==> src/rtl/count_sequencer_pkg.sv <==
// Shared constants for the LED counter sequencer: FSM encoding and default timing.
// Latency: n/a (constants only).
// Backpressure: n/a; the counter datapath always accepts commands.
package count_sequencer_pkg;

    // Sequencer states; two bits, one code left unused.
    localparam logic [1:0] S_CLEAR = 2'd0;
    localparam logic [1:0] S_RUN   = 2'd1;
    localparam logic [1:0] S_PAUSE = 2'd2;

    // Board defaults for a 10 MHz gclk10: one step per second, 10 ms debounce.
    localparam int DEF_TICK_DIV        = 10000000;
    localparam int DEF_DEBOUNCE_CYCLES = 100000;

endpackage

==> src/rtl/count_sequencer_input_debounce.sv <==
// Two-flop synchronizer followed by a stability counter for one raw board input.
// Latency: output follows a stable input change after 2 + DEBOUNCE_CYCLES cycles.
// Backpressure: none; free-running every cycle.
module count_sequencer_input_debounce #(
    parameter int DEBOUNCE_CYCLES = 100000
) (
    input  logic clk,
    input  logic rst,
    input  logic raw_in,
    output logic deb_out
);

    // Wide enough to hold DEBOUNCE_CYCLES-1 even when DEBOUNCE_CYCLES is 1.
    localparam int CW = $clog2(DEBOUNCE_CYCLES + 1);
    localparam logic [CW-1:0] CNT_LAST = CW'(DEBOUNCE_CYCLES - 1);

    logic          sync1_q;
    logic          sync2_q;
    logic          deb_q;
    logic          deb_d;
    logic [CW-1:0] cnt_q;
    logic [CW-1:0] cnt_d;

    // Count consecutive samples that disagree with the debounced value; any agreeing
    // sample restarts the count, and the final disagreeing sample commits the change.
    always_comb begin
        deb_d = deb_q;
        cnt_d = '0;
        if (sync2_q != deb_q) begin
            if (cnt_q == CNT_LAST) begin
                deb_d = sync2_q;
            end else begin
                cnt_d = cnt_q + 1'b1;
            end
        end
    end

    // Synchronizer stages and debounce state.
    always_ff @(posedge clk) begin
        if (rst) begin
            sync1_q <= 1'b0;
            sync2_q <= 1'b0;
            deb_q   <= 1'b0;
            cnt_q   <= '0;
        end else begin
            sync1_q <= raw_in;
            sync2_q <= sync1_q;
            deb_q   <= deb_d;
            cnt_q   <= cnt_d;
        end
    end

    assign deb_out = deb_q;

endmodule

==> src/rtl/count_sequencer.sv <==
// Sequences the up/down LED counter: debounced controls, step prescaler, bounce reflection.
// Latency: cnt_en/cnt_up one cycle after the internal tick; cnt_clr in the first cycle out of reset.
// Backpressure: none; the counter consumes every one-cycle command pulse.
module count_sequencer
    import count_sequencer_pkg::*;
#(
    parameter int WIDTH           = 8,
    parameter int TICK_DIV        = DEF_TICK_DIV,
    parameter int DEBOUNCE_CYCLES = DEF_DEBOUNCE_CYCLES
) (
    input  logic             gclk10,
    input  logic             btn_center,
    input  logic             sw_0,
    input  logic             sw_1,
    input  logic             btn_pause,
    input  logic [WIDTH-1:0] cnt_value,
    output logic             cnt_clr,
    output logic             cnt_en,
    output logic             cnt_up,
    output logic             paused
);

    localparam int PW = (TICK_DIV > 1) ? $clog2(TICK_DIV) : 1;
    localparam logic [PW-1:0]    PRESC_LAST = PW'(TICK_DIV - 1);
    localparam logic [WIDTH-1:0] CNT_MAX    = {WIDTH{1'b1}};
    localparam logic [WIDTH-1:0] CNT_MIN    = '0;

    logic dir_sw;
    logic mode_sw;
    logic pause_db;
    logic pause_rise;

    logic [1:0]    state_q,      state_d;
    logic [PW-1:0] presc_q,      presc_d;
    logic          dir_q,        dir_d;
    logic          pause_prev_q, pause_prev_d;
    logic          cnt_en_q,     cnt_en_d;
    logic          cnt_up_q,     cnt_up_d;
    logic          step_dir;

    count_sequencer_input_debounce #(.DEBOUNCE_CYCLES(DEBOUNCE_CYCLES)) u_deb_dir (
        .clk     (gclk10),
        .rst     (btn_center),
        .raw_in  (sw_0),
        .deb_out (dir_sw)
    );

    count_sequencer_input_debounce #(.DEBOUNCE_CYCLES(DEBOUNCE_CYCLES)) u_deb_mode (
        .clk     (gclk10),
        .rst     (btn_center),
        .raw_in  (sw_1),
        .deb_out (mode_sw)
    );

    count_sequencer_input_debounce #(.DEBOUNCE_CYCLES(DEBOUNCE_CYCLES)) u_deb_pause (
        .clk     (gclk10),
        .rst     (btn_center),
        .raw_in  (btn_pause),
        .deb_out (pause_db)
    );

    assign pause_rise = pause_db & ~pause_prev_q;

    // Direction for a step taken this cycle: follow the switch in wrap mode, reflect at
    // the end stops in bounce mode so the counter never steps past 0 or the maximum.
    always_comb begin
        step_dir = dir_q;
        if (!mode_sw) begin
            step_dir = ~dir_sw;
        end else if (dir_q && (cnt_value == CNT_MAX)) begin
            step_dir = 1'b0;
        end else if (!dir_q && (cnt_value == CNT_MIN)) begin
            step_dir = 1'b1;
        end
    end

    // Sequencer FSM and prescaler; a pause edge overrides a coincident tick, and on resume
    // the edge cycle counts as prescaler phase 0 so the step lands TICK_DIV cycles later.
    always_comb begin
        state_d      = state_q;
        presc_d      = presc_q;
        dir_d        = dir_q;
        pause_prev_d = pause_db;
        cnt_en_d     = 1'b0;
        cnt_up_d     = cnt_up_q;
        case (state_q)
            S_CLEAR: begin
                state_d = S_RUN;
                presc_d = '0;
            end
            S_RUN: begin
                if (pause_rise) begin
                    state_d = S_PAUSE;
                    presc_d = '0;
                end else if (presc_q == PRESC_LAST) begin
                    presc_d  = '0;
                    cnt_en_d = 1'b1;
                    dir_d    = step_dir;
                    cnt_up_d = step_dir;
                end else begin
                    presc_d = presc_q + 1'b1;
                end
            end
            S_PAUSE: begin
                if (pause_rise) begin
                    state_d = S_RUN;
                    presc_d = PW'(1);
                end else begin
                    presc_d = '0;
                end
            end
            default: begin
                state_d = S_CLEAR;
                presc_d = '0;
            end
        endcase
    end

    // Sequencer state registers; reset drops any pending step.
    always_ff @(posedge gclk10) begin
        if (btn_center) begin
            state_q      <= S_CLEAR;
            presc_q      <= '0;
            dir_q        <= 1'b0;
            pause_prev_q <= 1'b0;
            cnt_en_q     <= 1'b0;
            cnt_up_q     <= 1'b0;
        end else begin
            state_q      <= state_d;
            presc_q      <= presc_d;
            dir_q        <= dir_d;
            pause_prev_q <= pause_prev_d;
            cnt_en_q     <= cnt_en_d;
            cnt_up_q     <= cnt_up_d;
        end
    end

    // Clear is issued in the single S_CLEAR cycle once reset has been released.
    assign cnt_clr = (state_q == S_CLEAR) & ~btn_center;
    assign cnt_en  = cnt_en_q;
    assign cnt_up  = cnt_up_q;
    assign paused  = (state_q == S_PAUSE);

endmodule

==> config.mk <==
export PLATFORM = sky130hd
export DESIGN_NAME = count_sequencer
export DESIGN_NICKNAME = d
export VERILOG_FILES = /design/src/rtl/count_sequencer_pkg.sv /design/src/rtl/count_sequencer_input_debounce.sv /design/src/rtl/count_sequencer.sv
export SDC_FILE = /design/constraint.sdc
export NUM_CORES = 1
export LEC_CHECK = 0
export CORE_ASPECT_RATIO = 1.2
export CORE_MARGIN = 2
export CORE_UTILIZATION = 53
export CTS_CLUSTER_SIZE = 14
export DETAILED_ROUTE_END_ITERATION = 8
export PLACE_DENSITY = 0.71
export SLEW_MARGIN = 0
export SYNTH_ARGS = -nofsm -noshare
export SYNTH_HDL_FRONTEND = slang
export SYNTH_SLANG_ARGS = --single-unit
export TNS_END_PERCENT = 10
==> constraint.sdc <==
create_clock -name gclk10 -period 5.7 [get_ports gclk10]
set_input_delay 0.855 -clock gclk10 [delete_from_list [all_inputs] [get_ports gclk10]]
set_output_delay 0.855 -clock gclk10 [all_outputs]
set_load 0.05 [all_outputs]
* Word level (Yosys, flattened, before mapping)
Index checks and enable logic that the tools add are counted.
W data, S select, Z words.
** Cells by class
- Reduce and logical (&&, ||, !) cells :: 14
- $add $sub $neg :: 4
- Muxes and demuxes :: 11
- Equal/unequal tests :: 13
- Bitwise gates (word level) :: 10
** Operators with widths (number)
- $add A17 B1 Y17 const B :: 3
- $eq A17 B17 Y1 const B :: 3
- $mux W24 :: 2
- $pmux W24 S2 :: 1
- $add A24 B1 Y24 const B :: 1
- $eq A24 B24 Y1 const B :: 1
- $reduce_or A3 Y1 :: 4
- $eq A8 B8 Y1 const B :: 1
- $logic_not A8 Y1 :: 1
- $not A1 Y1 :: 8
- $reduce_and A2 Y1 :: 4
- $pmux W2 S3 :: 1
- $mux W1 :: 5
- $mux W2 :: 2
- $reduce_and A4 Y1 :: 1
- $ne A1 B1 Y1 :: 3
- $ne A3 B3 Y1 const B :: 1
- $and A1 B1 Y1 :: 2
- $eq A2 B1 Y1 const B :: 1
- $eq A2 B2 Y1 const B :: 1
- $logic_and A1 B1 Y1 :: 2
- $logic_not A2 Y1 :: 1
- $ne A2 B1 Y1 const B :: 1
- $ne A2 B2 Y1 const B :: 1
- $logic_not A1 Y1 :: 1
** Storage, ports and cells
- Flip-flop bits (word level) :: 89
- Word-level logic and storage cells :: 69

* Longest topological paths before layout
Gate-level depths: netlist of run 1.
- Word-level depth :: 5
- Mapped depth :: 8
- Depth with buffers taken out :: 6

* Hierarchy
A second synthesis of run 1 with hierarchy kept.
** Second synthesis, totals
- Cells, all modules :: 444
- Area, all modules :: 4047.6 µm²
** Modules (own cells, without submodules)
- count_sequencer_input_debounce :: instances 3, cells an instance 92, area each 863.3 µm²
- count_sequencer :: instances 1, cells an instance 168, area each 1457.6 µm²

* Worst setup path after synthesis of run 1
OpenSTA, ideal clock, no wires.
- Path type :: input to output
- Start :: input btn_center
- End :: output cnt_clr
- Cell stages on the path :: 3
- Slack :: 3.052 ns
- Arrival :: 1.793 ns
- Buffers on the path :: 2
- Cells stage by stage :: buf_6 -> buf_6 -> nor2b_1
** On the way
- Longest elaborated chain between the ends :: 2
** RTL lines
- start, declared :: RTL line count_sequencer.sv:12 : input logic btn_center,
- $not A1 Y1 :: RTL line count_sequencer.sv:139 : assign cnt_clr = (state_q == S_CLEAR) & ~btn_center;
- $and A1 B1 Y1 :: RTL line count_sequencer.sv:139
- end, declared :: RTL line count_sequencer.sv:17 : output logic cnt_clr,
No other way between the ends.

* Worst setup path after layout of run 1
Same ends and word-level chain as after synthesis.

==> results of run 1 <==
==> how the worst max path moves through the flow <==
| stage | start | to | slack, ps |
|---|---|---|---|
| 2_1_floorplan | btn_center | cnt_clr | 3050 |
| 6_report | btn_center | cnt_clr | 2100 |
| 3_5_place_dp | btn_center | cnt_clr | 2090 |
| 5_1_grt | btn_center | cnt_clr | 2020 |
| 3_3_place_gp | btn_center | cnt_clr | 2160 |
| 4_1_cts | btn_center | cnt_clr | 2060 |
==> through the flow <==
step                      power [W]  cell area (um^2)
after floorplan           0.0007241              3881
after global placement    0.0007516              4094
after detailed placement  0.0007545              4094
after CTS                  0.001199              4304
after global routing       0.001235              4304
final                      0.001184              4304
==> per-layer routing <==
metal / track usage / share of wire
met5: 0 / 0
met4: 0.1090 / 0.025
met3: 0.03235 / 0.029
met2: 0.3071 / 0.48
met1: 0.2233 / 0.47
==> layout make-up <==
type | count | share of cell area
multi-input cells | 333 | 0.4642
flip-flops and latches | 89 | 0.4140
repair buffers | 16 | 0.03721
clock buffers | 10 | 0.03198
clock inverters | 6 | 0.01686
well taps | 90 | 0.02616
inverters | 11 | 0.009593
==> registers in the layout, summed over array words and instances (netlist names) <==
name and cells:
u_deb_mode.sync1_q 1, pause_prev_q 1, u_deb_mode.cnt_q 17, u_deb_dir.cnt_q 17
u_deb_dir.deb_out 1, u_deb_dir.sync2_q 1, u_deb_dir.sync1_q 1, u_deb_mode.sync2_q 1
cnt_up 1, state_q 2, u_deb_mode.deb_out 1, u_deb_pause.deb_out 1
u_deb_pause.sync1_q 1, u_deb_pause.sync2_q 1, u_deb_pause.cnt_q 17, cnt_en 1
presc_q 24
==> worst max-delay path, cell delays in order <==
cell             delay [ps]
clkdlybuf4s50_1         800
nor2b_1                 260
clkdlybuf4s50_1         820
==> kinds of logic after synthesis <==
| group | after synthesis | synth area share |
|---|---|---|
| and+or+nand+nor | 244 | 0.3095 |
| DFF | 89 | 0.4591 |
| xor gates and xnor gates | 70 | 0.1580 |
| buffers and inverters | 23 | 0.02611 |
| adders and majority gates | 9 | 0.02901 |
| AOI/OAI and AO/OA | 7 | 0.01064 |
| muxes | 3 | 0.007737 |
==> layout by cell type, fill, tap and decap left out, types with 2 or more instances in the layout <==
cell type          n
or3_1              4
a21oi_1            4
nor3_1            13
xnor2_1           33
clkdlybuf4s50_1   16
nor2_1           100
mux2i_1            3
ha_1               9
and3_1            13
xor2_1            37
dfxtp_1           89
nor4_1             8
nand2_1           26
or4_1              3
nand4b_1           2
inv_1             11
nor2b_1            9
nand3_1           33
clkinv_4           2
clkbuf_8          10
and4_1             7
nand2b_1           4
nand4_1           16
inv_6              2
==> power groups by stage <==
| stage | Clock, W | Combinational (W) | Sequential (W) |
|---|---|---|---|
| 2_1_floorplan | 0 | 0.0000731 | 0.000651 |
| 3_3_place_gp | 0 | 0.0000994 | 0.000652 |
| 3_5_place_dp | 0 | 0.000102 | 0.000653 |
| 4_1_cts | 0.000459 | 0.000102 | 0.000638 |
| 5_1_grt | 0.000483 | 0.000113 | 0.000640 |
| 6_report | 0.000445 | 0.000101 | 0.000638 |
==> impl_metrics.py, run 1 <==
metrics = {
    "outcome": {
        "status": "complete, no violations",
    },
    "route": {
        "avgViaCountPerCell": 5.305,
        "drc": 0,
        "first_pass_iters": 4,
        "drtIter0Drc": 69,
        "ant_nets": 0,
        "via_count": 2944,
        "drt-total-wl_um": 6640,
        "wire_per_inst_um": 11.96,
    },
    "logic_synthesis": {
        "synth.most_common_cell": "nor2_1",
        "syn_avg_cell_area_um2": 8.722,
        "yosys_most_used_dff": "dfxtp_1",
        "synth_area_leader_cell": "dfxtp_1",
        "synth-edff-count": 0,
        "synthArstFlopShare": 0,
        "synth_cells": 445,
        "synth-seq-area-share": 0.4591,
        "synthesis.area_um2": 3881,
        "synth_fp_nets": 467,
        "synth_top_area_share": 0.4591,
        "ys_ff_latch": 89,
        "synth_common_cells": "nor2_1, dfxtp_1, xor2_1",
        "synth_area_leaders": "dfxtp_1, nor2_1, xor2_1",
        "synth_cell_type_count": 32,
        "synth_warnings": 0,
    },
    "clock_network": {
        "clk_latency_ps": 350,
        "tritoncts": "built",
        "numCtsBuffers": 9,
        "numClockSinks": 89,
        "cts_root_buf": "clkbuf_8",
        "post_cts_buffers": 0,
        "htreeDepth": 3,
        "clock_path_buffers": 2,
        "holdBufCountCts": 0,
        "clk_pin_slew_worst_paths_ps": 90,
        "post_cts_resized": 0,
    },
    "sta": {
        "max_freq_mhz": 278.0,
        "fin_crit_sh": 0.6310,
        "skew_ps": 9.946,
        "holdWs_ps": 447.0,
        "worst_slack_ps": 2104,
        "worstMarginPinSlew_ps": 823.2,
        "min_period_ps": 3596,
        "rsz0062_at_grt": "false",
        "hold_viol": 0,
        "final.setup.tns_ps": 0,
        "max-slew-margin-rel": 0.4496,
        "setup_viol_count_final": 0,
        "slew_viol_final": 0,
    },
    "power": {
        "switchingPower_w": 0.0002977,
        "vdd_drop_max_v": 0.0001339,
        "p_clk_frac": 0.376,
        "swShare": 0.2515,
        "combPwrFrac": 0.086,
        "p_int_w": 0.0008863,
        "p_leak_nw": 1.379,
        "p_per_area_nw_per_um2": 275.1,
        "sequentialPowerShare": 0.539,
    },
    "job": {
        "max-cap-violations": 0,
    },
    "setup_path": {
        "ff2ff_setup_slack_ps": 3340,
        "r2r_cells": 5,
        "critPathLaunchType": "input pin",
        "crit_required_ps": 4850,
        "r2r_start": "presc_q[15]",
        "cp_max_fo": 21,
        "worstSetupEndpointType": "primary output",
        "crit_type": "input pin to primary output",
        "reg2reg_to": "presc_q[0]",
        "crit_arrival_ps": 2740,
    },
    "worst_hold_path": {
        "min_path_type": "register to register",
        "min_to": "u_deb_mode.sync2_q",
        "hold_depth": 1,
        "min_from": "u_deb_mode.sync1_q",
    },
    "floorplanning": {
        "die_x_um": 82.12,
        "io_pins": 17,
        "num_rows": 34,
        "fp.dieH_um": 97.74,
        "initial_core_util": 0.5399,
        "die_area_um2": 8026,
        "core-area_um2": 7189,
    },
    "finish": {
        "fin_cells": 555,
        "multiInputGateArea_um2": 1998,
        "drive_gt1_frac": 0.03871,
        "regArea_um2": 1782,
        "antennaDiodeCount": 0,
        "fillCellCount": 665,
        "area_growth_pct": 10.90,
        "utilization": 0.5987,
        "fin_nets": 482,
    },
    "global_routing": {
        "grt_use_total": 0.1865,
        "grt_antenna_before_repair": 0,
        "grt_first_pass_wirelength_um": 11990,
        "grt_pass1_vias": 2940,
        "grt_overflow": 0,
        "grt_max_degree": 23,
    },
    "placement": {
        "dpl_worst_slack_ps": 2088,
        "portBuffers": 16,
        "gp_congestion": 0.8016,
        "dpl.hpwl_um": 4699,
        "dp.cells": 539,
    },
}
Power figures use the tool's default switching activity.
==> run 2, diff against run 1 <==
==> constraint.sdc (replaced) <==
create_clock -name gclk10 -period 3.65 [get_ports gclk10]
set_input_delay 0.5475 -clock gclk10 [delete_from_list [all_inputs] [get_ports gclk10]]
set_output_delay 0.5475 -clock gclk10 [all_outputs]
set_load 0.05 [all_outputs]
==> impl_metrics.py, run 2 (same netlist as run 1, synthesis figures left out) <==
metrics = {
    "outcome": {
        "status": "complete, no violations",
    },
    "sta": {
        "max_freq_mhz": 393.0,
        "skew_ps": 9.649,
        "min_period_ps": 2544,
        "worst_slack_ps": 1106,
        "holdWs_ps": 448.9,
        "max-slew-margin-rel": 0.4484,
        "final.setup.tns_ps": 0,
        "hold_viol": 0,
        "fin_crit_sh": 0.6970,
        "setup_viol_count_final": 0,
        "rsz0062_at_grt": "false",
        "worstMarginPinSlew_ps": 825.1,
        "slew_viol_final": 0,
    },
    "global_routing": {
        "grt_pass1_vias": 2749,
        "grt_antenna_before_repair": 0,
        "grt_first_pass_wirelength_um": 11730,
        "grt_overflow": 0,
        "grt_use_total": 0.1852,
        "grt_max_degree": 23,
    },
    "floorplanning": {
        "initial_core_util": 0.5399,
        "die_area_um2": 8026,
        "core-area_um2": 7189,
        "fp.dieH_um": 97.74,
        "num_rows": 34,
        "io_pins": 17,
        "die_x_um": 82.12,
    },
    "finish": {
        "final_area_um2": 4343,
        "fillCellCount": 642,
        "antennaDiodeCount": 0,
        "area_growth_pct": 11.90,
        "final_cell_mix": "nor2_1, dfxtp_1, xor2_1",
        "top_register": "presc_q",
        "layout_commonest_cell": "nor2_1",
        "fin_nets": 483,
        "fin_cells": 556,
        "drive_gt1_frac": 0.04077,
        "largest_reg_flops": 24,
    },
    "setup_path": {
        "crit_required_ps": 3100,
        "crit_arrival_ps": 2000,
        "critical_path.max_stage_delay_ps": 830,
        "crit_type": "register to primary output",
        "reg2reg_to": "presc_q[0]",
        "ff2ff_setup_slack_ps": 1280,
        "path_cells": "inv_1, ha_1, nor2b_1, clkdlybuf4s50_1",
        "critPathLaunchType": "register",
        "r2r_cells": 5,
        "worstSetupEndpointType": "primary output",
        "cp_max_fo": 4,
        "r2r_start": "presc_q[9]",
        "cp_slowest_cell": "clkdlybuf4s50_1",
    },
    "placement": {
        "dpl_worst_slack_ps": 1098,
        "dpl-instance-area_um2": 4101,
        "dpl.hpwl_um": 4532,
        "gp_congestion": 0.7827,
        "portBuffers": 16,
        "dp.cells": 540,
    },
    "power": {
        "p_clk_frac": 0.411,
        "vdd_drop_max_v": 0.0002455,
        "combPwrFrac": 0.082,
        "p_leak_nw": 1.404,
        "p_per_area_nw_per_um2": 452.4,
        "sequentialPowerShare": 0.507,
        "swShare": 0.2373,
        "switchingPower_w": 0.0004662,
        "p_int_w": 0.001499,
    },
    "route": {
        "first_pass_iters": 4,
        "drtIter0Drc": 106,
        "via_count": 2901,
        "drc": 0,
        "avgViaCountPerCell": 5.218,
        "ant_nets": 0,
        "drt-total-wl_um": 6651,
        "wire_per_inst_um": 11.96,
    },
    "clock_network": {
        "clock_path_buffers": 2,
        "post_cts_resized": 0,
        "cts_root_buf": "clkbuf_8",
        "holdBufCountCts": 0,
        "numCtsBuffers": 9,
        "clk_pin_slew_worst_paths_ps": 80,
        "htreeDepth": 3,
        "numClockSinks": 89,
        "clk_latency_ps": 360,
        "post_cts_buffers": 0,
        "tritoncts": "built",
    },
    "worst_hold_path": {
        "min_from": "u_deb_mode.sync1_q",
        "min_path_type": "register to register",
        "hold_depth": 1,
        "min_to": "u_deb_mode.sync2_q",
    },
    "job": {
        "max-cap-violations": 0,
    },
}
-- run 2: cell count changes in the layout (fill, tap and decap cells not counted) --
cell,before,now
clkinv_4,2,1
buf_4,0,1
bufinv_16,1,3
clkinvlp_4,1,0
clkbuf_8,10,9
inv_6,2,1
clkinv_2,0,2
-- run 2: cell type report --
cell class / count / area [um^2] / share of cell area
repair buffers: 17 / 167.7 / 0.03861
clock buffers: 9 / 123.9 / 0.02852
flip-flops and latches: 89 / 1782 / 0.4103
inverters: 11 / 41.29 / 0.009507
clock inverters: 7 / 117.6 / 0.02708
multi-input cells: 333 / 1998 / 0.4601
well taps: 90 / 112.6 / 0.02593
-- run 2: power by group through the flow --
stage | registers [W] | logic [W] | clock network (W)
floorplan | 0.00102 | 0.000114 | 0
global placement | 0.00102 | 0.000158 | 0
detailed placement | 0.00102 | 0.000160 | 0
CTS | 0.000996 | 0.000163 | 0.000826
global route | 0.000999 | 0.000180 | 0.000859
finish | 0.000996 | 0.000162 | 0.000807
-- run 2: worst max-delay path, delay by kind of cell, from the launching register on --
kind | cells | cell delay [ps]
fa+ha+maj | 1 | 170
buf+inv | 2 | 950
flops | 1 | 350
simple gates | 1 | 180
-- run 2: metrics by stage --
| stage | util | total power [W] |
|---|---|---|
| final | 0.6041 | 0.001965 |
| after global routing | 0.6041 | 0.002038 |
| after CTS | 0.6041 | 0.001985 |
| after detailed placement | 0.5705 | 0.001179 |
| after global placement | 0.5705 | 0.001176 |
| after floorplan | - | 0.001131 |
-- run 2: worst max-delay path by stage --
| stage | start | end | slack [ps] | cells after the start |
|---|---|---|---|---|
| floorplan | btn_center | cnt_clr | 1620 | 3 |
| global placement | btn_center | cnt_clr | 1100 | 3 |
| detailed placement | btn_center | cnt_clr | 1100 | 3 |
| CTS | state_q[1] | cnt_clr | 1070 | 4 |
| global route | state_q[0] | cnt_clr | 1010 | 4 |
| finish | state_q[0] | cnt_clr | 1110 | 4 |
-- run 2: metal layers --
metal / wire length (um) / up-vias / global-route usage
met3: 243 / 8 / 0.05730
met1: 3181 / 1329 / 0.2344
li1: - / 1531 / -
met2: 3118 / 33 / 0.2933
met5: 0 / - / 0
met4: 108 / 0 / 0.07051
==> run 3, diff against run 2 <==
==> constraint.sdc (replaced) <==
create_clock -name gclk10 -period 2.55 [get_ports gclk10]
set_input_delay 0.3825 -clock gclk10 [delete_from_list [all_inputs] [get_ports gclk10]]
set_output_delay 0.3825 -clock gclk10 [all_outputs]
set_load 0.05 [all_outputs]
==> impl_metrics.py, run 3 (same netlist as run 1, synthesis figures left out) <==
metrics = {
    "outcome": {
        "status": "complete, no violations",
    },
    "global_routing": {
        "grt_overflow": 0,
        "grt_first_pass_wirelength_um": 11410,
        "grt_use_total": 0.1787,
        "grt_max_degree": 19,
        "grt_antenna_before_repair": 0,
        "grt_pass1_vias": 2803,
    },
    "floorplanning": {
        "die_x_um": 82.12,
        "core-area_um2": 7189,
        "num_rows": 34,
        "fp.dieH_um": 97.74,
        "die_area_um2": 8026,
        "io_pins": 17,
        "initial_core_util": 0.5399,
    },
    "power": {
        "p_leak_nw": 1.392,
        "p_clk_frac": 0.367,
        "switchingPower_w": 0.0006662,
        "p_int_w": 0.001968,
        "vdd_drop_max_v": 0.0003705,
        "p_per_area_nw_per_um2": 609.1,
        "sequentialPowerShare": 0.541,
        "p_total_w": 0.002635,
        "swShare": 0.2529,
        "combPwrFrac": 0.092,
    },
    "route": {
        "via_count": 2959,
        "ant_nets": 0,
        "drtIter0Drc": 67,
        "drc": 0,
        "wire_per_inst_um": 11.65,
        "avgViaCountPerCell": 5.312,
        "first_pass_iters": 4,
        "drt-total-wl_um": 6490,
    },
    "setup_path": {
        "critPathLaunchType": "register",
        "crit_arrival_ps": 1860,
        "crit_type": "register to primary output",
        "crit_required_ps": 2170,
        "cp_max_fo": 4,
        "worstSetupEndpointType": "primary output",
    },
    "clock_network": {
        "numClockSinks": 89,
        "clock_path_buffers": 2,
        "clk_latency_ps": 350,
        "post_cts_buffers": 0,
        "htreeDepth": 3,
        "clk_pin_slew_worst_paths_ps": 90,
        "post_cts_resized": 0,
        "tritoncts": "built",
        "holdBufCountCts": 0,
        "cts_root_buf": "clkbuf_8",
        "numCtsBuffers": 9,
    },
    "sta": {
        "worstMarginPinSlew_ps": 740.3,
        "skew_ps": 10.01,
        "setup_viol_count_final": 0,
        "min_period_ps": 2241,
        "holdWs_ps": 445.8,
        "worst_slack_ps": 308.6,
        "max-slew-margin-rel": 0.5026,
        "slew_viol_final": 0,
        "final.setup.tns_ps": 0,
        "rsz0062_at_grt": "false",
        "fin_crit_sh": 0.8790,
        "hold_viol": 0,
        "max_freq_mhz": 446.1,
    },
    "finish": {
        "multiInputGateArea_um2": 1998,
        "top_register": "presc_q",
        "fillCellCount": 638,
        "drive_gt1_frac": 0.04497,
        "layout_commonest_cell": "nor2_1",
        "largest_reg_flops": 24,
        "final_cell_mix": "nor2_1, dfxtp_1, xor2_1",
        "fin_nets": 485,
        "area_growth_pct": 11.44,
        "antennaDiodeCount": 0,
        "final_area_um2": 4325,
        "regArea_um2": 1782,
    },
    "placement": {
        "dpl_worst_slack_ps": 336.8,
        "dpl-instance-area_um2": 4126,
        "gp_congestion": 0.8287,
        "portBuffers": 16,
        "dpl.hpwl_um": 4629,
    },
    "worst_hold_path": {
        "min_path_type": "register to register",
    },
    "job": {
        "max-cap-violations": 0,
    },
}
run 3: changes by cell type in the layout (fill, tap and decap cells not counted), sizes merged:
cell / delta
buf: +3
bufinv: -2
clkdlybuf4s50: -1
clkinv: -2
clkinvlp: +1
inv: +2
run 3: path summary, 6_finish.rpt:
path              cells past startpoint  slack (ps)               start                 end
setup reg to reg                      5         390          presc_q[9]              cnt_up
setup / recovery                      3         310          state_q[0]              paused
hold / removal                        1         450  u_deb_mode.sync1_q  u_deb_mode.sync2_q
hold reg to reg                       1         450  u_deb_mode.sync1_q  u_deb_mode.sync2_q
run 3: power by group through the flow:
stage          Combinational (W)  Clock (W)  Sequential, W
2_1_floorplan           0.000163          0        0.00146
3_5_place_dp            0.000244          0        0.00146
3_3_place_gp            0.000241          0        0.00146
6_report                0.000242   0.000966        0.00143
4_1_cts                 0.000245    0.00100        0.00143
5_1_grt                 0.000271    0.00106        0.00143
run 3: critical path, cell delays in order, from the launching register on:
cell and delay, ps:
dfxtp_1 350, inv_1 110, ha_1 230, clkdlybuf4s50_1 820
run 3: through the flow:
stage	instances	utilization
floorplan	445	-
global placement	542	0.5740
detailed placement	542	0.5740
CTS	557	0.6016
global route	557	0.6016
finish	557	0.6016
run 3: final cells by class:
class	count	share of cell area
sequential	89	0.4119
inverter	11	0.009546
tap	90	0.02603
clock inverter	6	0.01736
multi-input combinational	333	0.4620
clock buffer	9	0.02864
timing repair buffer	19	0.04455
run 3: routing by layer:
layer	up-vias	wire length [um]	GRT usage
met3	6	186	0.04159
met2	29	3173	0.3058
met5	-	0	0
li1	1527	-	-
met4	0	97	0.07821
met1	1397	3033	0.2084
